$ cat config.mk
export PLATFORM = sky130hd
export DESIGN_NAME = imm_extender_pipe
export DESIGN_NICKNAME = d
export VERILOG_FILES = /design/src/rtl/imm_extender_pipe.sv
export SDC_FILE = /design/constraint.sdc
export NUM_CORES = 1
export LEC_CHECK = 0
export CORE_ASPECT_RATIO = 1.5
export CORE_MARGIN = 5
export CORE_UTILIZATION = 47
export CTS_CLUSTER_SIZE = 16
export DETAILED_ROUTE_END_ITERATION = 6
export GPL_ROUTABILITY_DRIVEN = 0
export PLACE_DENSITY = 0.74
export SETUP_SLACK_MARGIN = 0.3
export SYNTH_ARGS = -nofsm -noshare
export SYNTH_HDL_FRONTEND = slang
export SYNTH_SLANG_ARGS = --single-unit
$ cat constraint.sdc
create_clock -name clk -period 1.5 [get_ports clk]
set_input_delay 0.225 -clock clk [delete_from_list [all_inputs] [get_ports clk]]
set_output_delay 0.225 -clock clk [all_outputs]
set_load 0.01 [all_outputs]
$ cat src/rtl/imm_extender_pipe.sv
// Pipelined immediate generator: four extension formats feeding a 2-entry
// valid/ready skid buffer with a registered in_ready.
module imm_extender_pipe #(
  parameter int IN_W  = 16,
  parameter int OUT_W = 32
) (
  input  logic             clk,
  input  logic             reset_n,
  input  logic             in_valid,
  output logic             in_ready,
  input  logic [IN_W-1:0]  in_imm,
  input  logic [1:0]       in_mode,
  output logic             out_valid,
  input  logic             out_ready,
  output logic [OUT_W-1:0] out_data,
  output logic [1:0]       occupancy
);

  // state | meaning
  // EMPTY | no entries buffered, head/tail don't care
  // ONE   | head holds the oldest entry
  // FULL  | head oldest, tail next; upstream is stalled
  typedef enum logic [1:0] {
    EMPTY = 2'd0,
    ONE   = 2'd1,
    FULL  = 2'd2
  } state_t;

  state_t           state, state_nxt;
  logic [OUT_W-1:0] head, head_nxt;
  logic [OUT_W-1:0] tail, tail_nxt;
  logic [OUT_W-1:0] sext, ext;
  logic             push, pop;

  always_comb begin
    sext = {{(OUT_W-IN_W){in_imm[IN_W-1]}}, in_imm};
    ext  = sext;
    case (in_mode)
      2'b00:   ext = sext;
      2'b01:   ext = {{(OUT_W-IN_W){1'b0}}, in_imm};
      2'b10:   ext = {in_imm, {(OUT_W-IN_W){1'b0}}};
      default: ext = {sext[OUT_W-3:0], 2'b00};
    endcase
  end

  assign push = in_valid & in_ready;
  assign pop  = out_valid & out_ready;

  always_comb begin
    state_nxt = state;
    head_nxt  = head;
    tail_nxt  = tail;
    case (state)
      EMPTY: begin
        if (push) begin
          head_nxt  = ext;
          state_nxt = ONE;
        end
      end
      ONE: begin
        if (push && pop) begin
          head_nxt = ext;
        end else if (push) begin
          tail_nxt  = ext;
          state_nxt = FULL;
        end else if (pop) begin
          state_nxt = EMPTY;
        end
      end
      FULL: begin
        // in_ready is low here, so only a pop can happen
        if (pop) begin
          head_nxt  = tail;
          state_nxt = ONE;
        end
      end
      default: state_nxt = EMPTY;
    endcase
  end

  always_ff @(posedge clk) begin
    if (!reset_n) begin
      state    <= EMPTY;
      head     <= '0;
      tail     <= '0;
      in_ready <= 1'b1;
    end else begin
      state    <= state_nxt;
      head     <= head_nxt;
      tail     <= tail_nxt;
      in_ready <= (state_nxt != FULL);
    end
  end

  assign out_valid = (state != EMPTY);
  assign out_data  = out_valid ? head : '0;
  assign occupancy = state;

endmodule

==> flow_summary.ini <==
[run_status]
status = finished with violations
failed_checks = setup timing

[critical_path]
cp_slowest_cell = dfxtp_2
worstPathArrival_ns = 1.98
path_max_fanout = 6
crit_buf_inv = 7
required_ns = 1.77
critical-path-max-stage-delay_ns = 0.34
crit_top_cell = buf_6
path_cells = buf_6, buf_8, buf_6, nor3_4, buf_6, buf_12, buf_12, buf_16, nor2_1, nor3_1
critPathKind = reg -> reg
startpoint_type = flop
cp_top_family = buffers and inverters
end_kind = flop

[detailed_routing]
wl_per_cell_um = 22.2
dr_total_vias = 3437
antenna_left = 0
wirelength_mm = 12.3
drt-initial-drc-count = 294
dr.pass1.iters = 6
drc = 0
viasPerCell = 6.22

[power_and_ir_drop]
leakagePower_nw = 2.21
design_power_total_mw = 4.90
powerDensity_nw_per_um2 = 913
irDropWorstVdd_v = 0.000966

[cells_and_area]
diodes = 0
final_cell_mix = 64 x dfxtp_1, 32 x nor2_1, 31 x a21oi_1, 30 x buf_6, 23 x nor3_2
nNetsFinal = 494
drive_gt1_frac = 0.463
final_common_cell = dfxtp_1
final_core_util = 0.822
syn2layout_area_growth_pct = 70.2

[synthesis]
ys_ff_latch = 67
syn-cell-area_sq_um = 3160
syn_nets = 397
yosysTopAreaCellShare = 0.425
syn_inst = 375
synthSimpleGateAreaFrac = 0.241
yosys.area.top_type = dfxtp_1
synth_top_family_by_area = compound AO/OA/AOI/OAI gates
synth_compound_gate_area_share = 0.248
syn_area_per_cell_sq_um = 8.41
yosys_warnings = 0
ys_types = 35
synth_xor_area_frac = 0
synth_area_leaders = dfxtp_1 43%, nor2b_1 6.9%, nor2_1 5.6%
synth_fa_ha_area_frac = 0
ys_seq_area_frac = 0.425
synthMuxAreaShare = 0.0190

[floorplanning]
ioPinCount = 58
std_cell_rows = 36
die_h_um = 110
die_w_um = 76.9
initial_core_util = 0.483
coreArea_sq_um = 6530
die_area_sq_um = 8490

[grt]
grt-ovfl-total = 0
grt_pass1_wl_mm = 16.8
first_global_vias = 3270
track_usage = 0.254
antenna_found_initial = 0
grt_max_degree = 21

[timing]
setup_viol = 90
rsz0062_at_grt = yes
fin_skew_ns = 0.0125
fmax_ghz = 0.587
finalCriticalPeriod_ns = 1.70
relSlewSlack = 0.709
tightest_slew_ns = 0.435
fin_crit_sh = 1.14
fin_ws_ns = -0.205
drv_slew = 0
finalHoldViolCount = 0
fin_hold_ws_ns = 0.458

[clocking]
insertion_delay_ns = 0.36
cts_num_sinks = 67
cts_tree = done
cts-buffers-inserted = 9
clk_path_buf_depth = 2
cts_root_buffer = clkbuf_8
cts.htree.levels = 3
path_clk_slew_ns = 0.07
ctsHoldBuffers = 0

[placed_design]
post-dp-hpwl_mm = 5.64
port_buffers = 57
post-place-ws_ns = -0.377

[worst_hold_path]
hold_class = reg -> reg

[job]
cap_violations = 0
logic make-up after synthesis:
logic type             after synthesis
AO/OA/AOI/OAI                      113
flip-flops                          67
multiplexers                         6
buffers and inverters               39
AND/OR/NAND/NOR                    150
path summary, 6_finish.rpt:
kind	endpoint	slack, ns	startpoint	cells past startpoint
worst max-delay path	tail[30]	-0.20	occupancy[1]	10
worst min-delay path	head[17]	0.46	head[17]	1
worst max register to register	tail[30]	-0.20	occupancy[1]	10
worst min register to register	head[17]	0.46	head[17]	1
final cells by class:
cell class	count	area, sq um
multi-input combinational	269	2160
timing repair buffer	121	1530
sequential	67	1350
fill	349	1160
clock buffer	12	145
tap	76	95.1
clock inverter	4	73.8
inverter	4	17.5
flip-flops by register name, indices dropped and copies added (netlist names):
| register | cells |
|---|---|
| head | 32 |
| in_ready | 1 |
| occupancy | 2 |
| tail | 32 |
what timing repair did:
item / CTS / global route
pin swaps: 28 / 20
resized for setup: 202 / 90
gates cloned: 13 / 2
hold endpoints to repair: 0 / 0
buffers inserted: 16 / 1
setup endpoints to repair: 102 / 102
power breakdown:
group	internal (mW)	switching (mW)
logic	0.620	0.605
clock network	0.984	0.735
registers	1.88	0.0725
total	3.49	1.41
synth_stat cells, drive strengths merged:
| cell type | n |
|---|---|
| and3 | 1 |
| nor3b | 1 |
| buf | 22 |
| a22o | 14 |
| mux2i | 6 |
| o21ai | 3 |
| nand2 | 26 |
| a21oi | 33 |
| nor2b | 35 |
| o2bb2ai | 14 |
| a22oi | 13 |
| clkbuf | 13 |
| o22a | 1 |
| o22ai | 14 |
| and2 | 2 |
| nor2 | 48 |
| nor3 | 29 |
| a211oi | 17 |
| a21boi | 2 |
| o21a | 1 |
| nand2b | 4 |
| or3 | 1 |
| inv | 4 |
| o31ai | 1 |
| nand3b | 1 |
| nand3 | 2 |
| dfxtp | 67 |
routing by layer:
metal | global-route usage | routed length, um | part of all wire | vias up
li1 | - | - | - | 1530
met4 | 0.160 | 642 | 0.052 | 0
met1 | 0.276 | 4430 | 0.36 | 1645
met2 | 0.451 | 6320 | 0.52 | 203
met5 | 0 | 0 | 0 | -
met3 | 0.0472 | 878 | 0.072 | 59
stage by stage:
stage | cell area, sq um | cells | TNS [ns]
2_1_floorplan | 3310 | 375 | 0
3_3_place_gp | 4080 | 505 | -16.25
3_5_place_dp | 4080 | 505 | -18.09
4_1_cts | 4910 | 550 | -1.88
5_1_grt | 5370 | 553 | -10.96
6_report | 5370 | 553 | -6.96
Note: power is estimated with default switching activity, not from simulation.
